File: src/rtl/fp_mult_pipe.sv
// rtl/fp_mult_pipe.sv - pipelined signed fixed-point multiplier with rounding, saturation and valid/ready
// Three stages: multiply, round/rescale, range check. A stall at the output
// freezes every stage (bubbles included), so nothing is lost or duplicated.
module fp_mult_pipe #(
   parameter int W_in    = 16,
   parameter int W_in_F  = 14,
   parameter int W_out   = 16,
   parameter int W_out_F = 14,
   parameter int SAT_EN  = 1
) (
   input  logic               clk,
   input  logic               rst_n,
   input  logic               in_valid,
   output logic               in_ready,
   input  logic [W_in-1:0]    a,
   input  logic [W_in-1:0]    b,
   input  logic [1:0]         rnd_mode,
   output logic               out_valid,
   input  logic               out_ready,
   output logic [W_out-1:0]   PRODUCT,
   output logic               OVERFLOW,
   output logic               UNDERFLOW,
   output logic               ovf_sticky,
   output logic               unf_sticky,
   input  logic               clr_sticky
);

   localparam int PW = 2 * W_in;
   localparam int RW = PW + 1;
   localparam int SH = 2 * W_in_F - W_out_F;
   localparam logic signed [RW-1:0] MAX = RW'((64'sd1 <<< (W_out - 1)) - 64'sd1);
   localparam logic signed [RW-1:0] MIN = RW'(-(64'sd1 <<< (W_out - 1)));

   generate
      if (W_out_F < 0 || W_out_F > 2 * W_in_F) begin : g_bad_format
         $error("fp_mult_pipe: W_out_F must lie in 0..2*W_in_F");
      end
   endgenerate

   logic                  stall;
   logic                  advance;
   logic                  rdy_q;
   logic                  v1;
   logic signed [PW-1:0]  p1;
   logic [1:0]            m1;
   logic                  v2;
   logic signed [RW-1:0]  r_next;
   logic signed [RW-1:0]  r2;
   logic [W_out-1:0]      prod_c;
   logic                  ovf_c;
   logic                  unf_c;

   assign stall    = out_valid && !out_ready;
   assign advance  = !stall;
   assign in_ready = rdy_q && !stall;

   // in_ready comes up one cycle after reset release
   always_ff @(posedge clk or negedge rst_n) begin
      if (!rst_n) rdy_q <= 1'b0;
      else        rdy_q <= 1'b1;
   end

   // S1: full-precision product and the rounding mode that travels with it
   always_ff @(posedge clk or negedge rst_n) begin
      if (!rst_n) begin
         v1 <= 1'b0;
         p1 <= '0;
         m1 <= 2'd0;
      end else if (advance) begin
         v1 <= in_valid && rdy_q;
         p1 <= $signed(a) * $signed(b);
         m1 <= rnd_mode;
      end
   end

   // S2 combinational rounding of the product down to the output fraction
   generate
      if (SH == 0) begin : g_noshift
         always_comb r_next = {p1[PW-1], p1};
      end else begin : g_shift
         localparam logic signed [RW-1:0] HALF = RW'(1) << (SH - 1);
         localparam logic [SH-1:0]        TIE  = HALF[SH-1:0];
         logic signed [RW-1:0] pe;
         logic signed [RW-1:0] fl;
         logic signed [RW-1:0] up;
         logic [SH-1:0]        frac;
         // one extra bit of headroom keeps P + HALF from overflowing
         always_comb begin
            pe   = {p1[PW-1], p1};
            frac = pe[SH-1:0];
            fl   = pe >>> SH;
            up   = (pe + HALF) >>> SH;
            case (m1)
               2'd0:    r_next = fl;
               2'd1:    r_next = up;
               2'd2:    r_next = (frac == TIE && up[0]) ? up - RW'(1) : up;
               default: r_next = (pe[RW-1] && |frac) ? fl + RW'(1) : fl;
            endcase
         end
      end
   endgenerate

   // S2 register
   always_ff @(posedge clk or negedge rst_n) begin
      if (!rst_n) begin
         v2 <= 1'b0;
         r2 <= '0;
      end else if (advance) begin
         v2 <= v1;
         r2 <= r_next;
      end
   end

   // S3 combinational range check, clamp or wrap
   always_comb begin
      ovf_c  = r2 > MAX;
      unf_c  = r2 < MIN;
      prod_c = r2[W_out-1:0];
      if (SAT_EN != 0) begin
         if (ovf_c)      prod_c = MAX[W_out-1:0];
         else if (unf_c) prod_c = MIN[W_out-1:0];
      end
   end

   // S3 output register; a bubble leaves PRODUCT as-is and clears the flags
   always_ff @(posedge clk or negedge rst_n) begin
      if (!rst_n) begin
         out_valid <= 1'b0;
         PRODUCT   <= '0;
         OVERFLOW  <= 1'b0;
         UNDERFLOW <= 1'b0;
      end else if (advance) begin
         out_valid <= v2;
         OVERFLOW  <= v2 && ovf_c;
         UNDERFLOW <= v2 && unf_c;
         if (v2) PRODUCT <= prod_c;
      end
   end

   // sticky flags record only transferred samples; clear wins over set
   always_ff @(posedge clk or negedge rst_n) begin
      if (!rst_n) begin
         ovf_sticky <= 1'b0;
         unf_sticky <= 1'b0;
      end else if (clr_sticky) begin
         ovf_sticky <= 1'b0;
         unf_sticky <= 1'b0;
      end else if (out_valid && out_ready) begin
         ovf_sticky <= ovf_sticky | OVERFLOW;
         unf_sticky <= unf_sticky | UNDERFLOW;
      end
   end

endmodule

File: config.mk
export PLATFORM = sky130hd
export DESIGN_NAME = fp_mult_pipe
export DESIGN_NICKNAME = d
export VERILOG_FILES = /design/src/rtl/fp_mult_pipe.sv
export SDC_FILE = /design/constraint.sdc
export NUM_CORES = 1
export LEC_CHECK = 0
export CORE_ASPECT_RATIO = 2
export CORE_MARGIN = 2
export CORE_UTILIZATION = 40
export DETAILED_ROUTE_END_ITERATION = 10
export PLACE_DENSITY = 0.56
export SYNTH_ARGS = -nofsm -noshare
export SYNTH_HDL_FRONTEND = slang
export SYNTH_SLANG_ARGS = --single-unit
File: constraint.sdc
create_clock -name clk -period 2.5 [get_ports clk]
set_input_delay 0.5 -clock clk [delete_from_list [all_inputs] [get_ports clk]]
set_output_delay 0.5 -clock clk [all_outputs]
set_load 0.005 [all_outputs]
==> reports/metrics.cfg <==
[timing]
max_freq_ghz=0.1765
tightest_slew_ns=0.5488
finalSetupViolCount=34
hold_violations=0
slew_violations=0
min_period_ns=5.664
slew_headroom=0.6341
rsz0062_at_grt=yes
worst_slack_ns=-3.164
timing.final.crit_share=2.266
clock-skew-final_ns=0.009804

[die]
die_w_um=137.0
fp-row-count=97
pin_count=61
start_util=0.4050
core_area_um2=34950
die-area_um2=37010
dieHeight_um=270.1

[drt]
drc=0
vias=12085
routedWlPerCell_um=17.88
via_per_inst=4.996
wirelength_mm=43.25
dr.first_iter.drc_count=429
dr.pass1.iters=5
ant_nets=0

[synth]
syn_area_um2=14160
netlist_top_cells_count=inv_1, fa_1, nand2_1, and2_1, ha_1
syn_nets=2012
avgSynthCellArea_um2=8.707
ys.flop_type=dfrtp_1
synth_edf_count=0
synth_area_leader_cell=fa_1
yosys-top-cells-area=fa_1, dfrtp_1, inv_1
synth_warnings=0
yosysSeqAreaShare=0.1379
yosysMostFrequentCell=inv_1
ys_types=62
ys_ff_latch=78
yosys.area.top_type_share=0.3705
synthCells=1626
synthArstFlopShare=1.000

[cells_and_area]
syn_to_final_growth_pct=40.65
multi_input_area_um2=11980
insertedDiodeCount=0
fill_cells=3188
drive_gt1_frac=0.3359
fin_nets=2357
seqCellArea_um2=1952

[clocking]
cts-root-buf=clkbuf_16
clock_sinks=78
htreeDepth=3
clk_path_buf_depth=2
cts_buffers=9
clk_pin_slew_ns=0.06
clock_latency_ns=0.34
cts_tree=done

[setup_path]
critPathKind=in -> reg
worstPathCellList=buf_6, buf_12, and2_4, fa_1, inv_2, buf_6, fa_2, inv_2, fa_2, fa_2, fa_1, inv_2, fa_1, inv_2, ha_4, nand2_4, or3b_4, o211a_1, o31ai_4, o31ai_4, o211ai_1, mux2i_1, nor2_1
cp_data_arrival_time_ns=5.88
endpoint_kind=flop
required_ns=2.72
cpMaxStageDelayCell=fa_1
critical_path.startpoint_type=input port
cp_common_cell=inv_2
critPathMaxFanout=6
cp_slowest_stage_delay_ns=0.56

[placement]
post-place-ws_ns=-3.965
io_buffers=60
place_congestion=0.9356
hpwlAfterDp_mm=33.88

[grt]
grt_max_degree=47
antenna_found_initial=0
track_usage=0.2475
grt_pass1_vias=13758
grt-ovfl-total=0
grt_pass1_wl_mm=70.18

[status]
status=finished with violations
violations=negative setup slack

[min_path]
hp-class=in -> async

[job]
cap_violations=0

-- kinds of logic (layout without fill, tap and decap cells) --
group	count (synthesis)	after routing	synth area share
AO/OA/AOI/OAI	172	172	0.07503
XOR/XNOR	55	55	0.03403
adder cells (fa/ha/maj)	347	347	0.4456
buffers and inverters	413	761	0.1106
flip-flops	78	78	0.1379
multiplexers	6	6	0.004331
other	1	1	0.0002649
AND/OR/NAND/NOR	554	554	0.1922
-- registers in the layout, indices dropped and copies added, names as in the netlist --
| signal | count |
|---|---|
| OVERFLOW | 1 |
| PRODUCT | 16 |
| UNDERFLOW | 1 |
| m1 | 2 |
| out_valid | 1 |
| ovf_sticky | 1 |
| p1 | 32 |
| r2 | 20 |
| rdy_q | 1 |
| unf_sticky | 1 |
| v1 | 1 |
| v2 | 1 |
-- worst max-delay path, delay by kind of cell --
kind / cells / cell delay, ns
fa+ha+maj: 7 / 3.39
simple gates: 4 / 0.63
buf+inv: 7 / 0.60
mux: 1 / 0.20
compound gates: 4 / 0.56
-- routing by layer --
| layer | track usage | vias up | routed length (µm) | part of all wire |
|---|---|---|---|---|
| met5 | 0 | - | 0 | 0 |
| met4 | 0.1736 | 0 | 3699 | 0.086 |
| met3 | 0.02440 | 168 | 1276 | 0.030 |
| met2 | 0.4889 | 309 | 24950 | 0.58 |
| met1 | 0.2227 | 5947 | 13330 | 0.31 |
| li1 | - | 5661 | - | - |
-- worst paths after layout --
check                                   start                     end  slack (ns)  depth (start not counted)
max                                      b[3]      p1[31]$_DFFE_PN0N_       -3.16                         23
min                                     rst_n       p1[4]$_DFFE_PN0N_        0.10                          1
max reg2reg                p1[14]$_DFFE_PN0N_      r2[18]$_DFFE_PN0N_       -0.25                          9
min reg2reg                 p1[1]$_DFFE_PN0N_       p1[1]$_DFFE_PN0N_        0.47                          2
max in group asynchronous               rst_n  PRODUCT[9]$_DFFE_PN0P_        1.81                          2
min in group clk            p1[1]$_DFFE_PN0N_       p1[1]$_DFFE_PN0N_        0.47                          2
-- layout by cell type, fill, tap and decap left out, types with 7 or more instances in the layout --
cell type and instances:
and2_4 39, o21a_1 8, clkbuf_16 9, o21ai_0 21, nor2_1 61, fa_1 228, nand2_1 213, nand2_2 12
dfrtp_1 78, xor2_1 17, nand2_4 8, a21oi_2 12, buf_12 26, a21oi_1 31, ha_4 36, o21ai_1 22
inv_1 290, ha_1 45, and2_1 85, xnor2_1 31, buf_8 8, inv_2 49, and3_1 8, clkdlybuf4s50_1 28
a21oi_4 7, nand4_1 8, fa_2 34, buf_6 53, buf_16 7, buf_4 266, nor3_1 11, nand3_1 45
-- metrics by stage --
stage | hold WS, ns | instance area, µm² | util | TNS [ns] | instances
3_5_place_dp | 0.4583 | 17690 | 0.5062 | -94.81 | 2286
6_report | 0.1003 | 19910 | 0.5697 | -71.41 | 2419
5_1_grt | 0.1257 | 19910 | 0.5697 | -76.27 | 2419
4_1_cts | 0.1137 | 19500 | 0.5579 | -72.80 | 2400
3_3_place_gp | 0.4559 | 17690 | 0.5062 | -93.52 | 2286
2_1_floorplan | 0.2044 | 15080 | - | -66.84 | 1626
-- cell type report --
class                           count  share of cell area
Multi-Input combinational cell   1135              0.6017
Timing Repair Buffer              406              0.1933
Sequential cell                    78             0.09803
Inverter                          341             0.06453
Tap cell                          445             0.02796
Clock buffer                       10             0.01200
Clock inverter                      4            0.002451
-- repair_timing --
item                       4_1_cts  5_1_grt
gates cloned                     9        0
hold buffers                     0        0
resized for setup              283      119
setup buffers                   92       24
pin swaps                      145      136
setup endpoints to repair       35       36
Power is left out: the tool's default activity adds up to more than one toggle a clock period on the data nets, which glitch-free logic cannot reach.
==> variant (same settings) <==
Change the parameter `SAT_EN` from 1 to 0.
--- a/src/rtl/fp_mult_pipe.sv
+++ b/src/rtl/fp_mult_pipe.sv
@@ -6,7 +6,7 @@
    parameter int W_in_F  = 14,
    parameter int W_out   = 16,
    parameter int W_out_F = 14,
-   parameter int SAT_EN  = 1
+   parameter int SAT_EN  = 0
 ) (
    input  logic               clk,
    input  logic               rst_n,
Function: changed (a bounded check fails within 10 cycles, from zero or initial values and one cycle with rst_n low).
==> variant against the unedited design <==
Sequential cell count is the same. Setup slack got worse by 0.17 ns. Wire length down 5.4%. Final cell count decreased by 1.2%. Synthesized area hardly changed. The flow still finishes with violations (negative setup slack). Largest cell class unchanged. Core utilization rose by 0.19 points. Cell area grew 0.33%. Global-route usage decreased by 1.5 points.
Power is left out: the tool's default activity adds up to more than one toggle a clock period on the data nets, which glitch-free logic cannot reach.
==> variant: results (changes against the unedited design) <==
stage;metric;value;unit;change
timing;relSlewSlack;58.8;%;-4.7 points
placement;gp_congestion;0.943;;+0.81%
critical_path;endpoint;p1[30]$_DFFE_PN0N_;;
yosys;yosys.area_share.xor_xnor;2.97;%;-0.44 points
worst_hold_path;hold_class;input pin to async pin;;
route;routed_wl;40.9;mm;-5.4%
cells_and_area;finalNonFillerCells;2390;;-1.2%
placement;placed_cells;2249;;-1.6%
cts;h-tree-depth;3;;unchanged
cells_and_area;top_regs;p1 x32, r2 x20, PRODUCT x16;;
placement;dp_hpwl;32.1;mm;-5.2%
cells_and_area;final_nets;2326;;-1.3%
grt;grt_use_total;23.2;%;-1.5 points
yosys;synth_compound_area_share;8.01;%;+0.51 points
cells_and_area;antenna_cells;0;;unchanged
cts;post_cts_resized;360;;+27%
yosys;synth.distinct_cells;73;;+18%
grt;antenna_found_initial;0;;unchanged
placement;placed_cell_area;0.0175;mm2;-1.1%
yosys;ys_dominant_reg_cell;dfrtp_1;;
timing;hold_slack;0.101;ns;+0.000484 ns
yosys;synth_fa_ha_area_share;44.5;%;about the same
run_status;status;complete, but fails checks;;
critical_path;slowest_delay;0.54;ns;-0.02 ns
yosys;yosysSeqAreaShare;13.8;%;about the same
placement;place.port_buffers;60;;unchanged
timing;setup_viol_count_final;30;;-12%
grt;grt_pass1_wl;66.6;mm;-5.1%
critical_path;critPathTopFamily;adder cells;;
grt;grt_max_degree;55;;+17%
cts;cts_buffers;9;;unchanged
cells_and_area;layout-drive-gt1-share;37.3;%;+3.7 points
run_status;violations;negative setup slack;;
route;wl_met2;23.5;mm;-6.0%
yosys;netlist_top_cells_count;348 x inv_1, 262 x fa_1, 210 x nand2_1, 121 x and2_1, 85 x ha_1;;
yosys;synth.area.top_cells;fa_1 37%, dfrtp_1 14%, inv_1 9.2%, ha_1 7.5%, nand2_1 5.6%;;
cts;post_cts_buffers;113;;+23%
critical_path;reg2reg_slack;-0.05;ns;+0.20 ns
yosys;muxShareOfSynthArea;1.63;%;+1.2 points
cells_and_area;largest_register;p1;;
grt;grt_pass1_vias;13500;;-1.5%
yosys;synthCells;1584;;-2.6%
route;drt-met1-wl;13.6;mm;+1.9%
critical_path;r2r_end;r2[14]$_DFFE_PN0N_;;
timing;setup_tns;-76.15;ns;-4.74 ns
route;met3_wirelength;923;um;-28%
timing;setup_ws;-3.33;ns;-0.167 ns
critical_path;cp-startpoint;a[5];;
route;avgViaCountPerCell;5.01;;+0.35%
yosys;synth_fp_nets;1970;;-2.1%
route;drt_iter0_markers;415;;-3.3%
critical_path;critPathArrivalTime;6.10;ns;+0.22 ns
critical_path;cp_max_fo;5;;-1
placement;place_ws;-4.44;ns;-0.473 ns
timing;skew;0.00513;ns;-0.00467 ns
## variant: cell count changes after synthesis, sizes merged, moves of 7 or more
cell	delta
buf	+9
inv	+7
xnor2	-8
clkbuf	-12
nand3	-22
a21oi	-14
nand2	-25
mux2	+16
## variant: layout make-up
cell class | count | area [um2]
fillers | 3132 | 15000
multi-input cells | 1089 | 12000
repair buffers | 414 | 3810
flip-flops and latches | 78 | 1960
inverters | 348 | 1320
well taps | 445 | 557
clock buffers | 13 | 270
clock inverters | 3 | 65.1
## variant: routing by layer
layer  vias up  GRT usage, %
li1       5552             -
met1      6023          22.0
met2       270          45.7
met3       137          2.12
met4         0          14.5
met5         -             0
## variant: logic make-up after synthesis
group	Yosys count
AND/OR/NAND/NOR	500
buffers and inverters	417
XOR/XNOR	48
multiplexers	21
other	1
flip-flops	78
adder cells (fa/ha/maj)	347
AO/OA/AOI/OAI	172
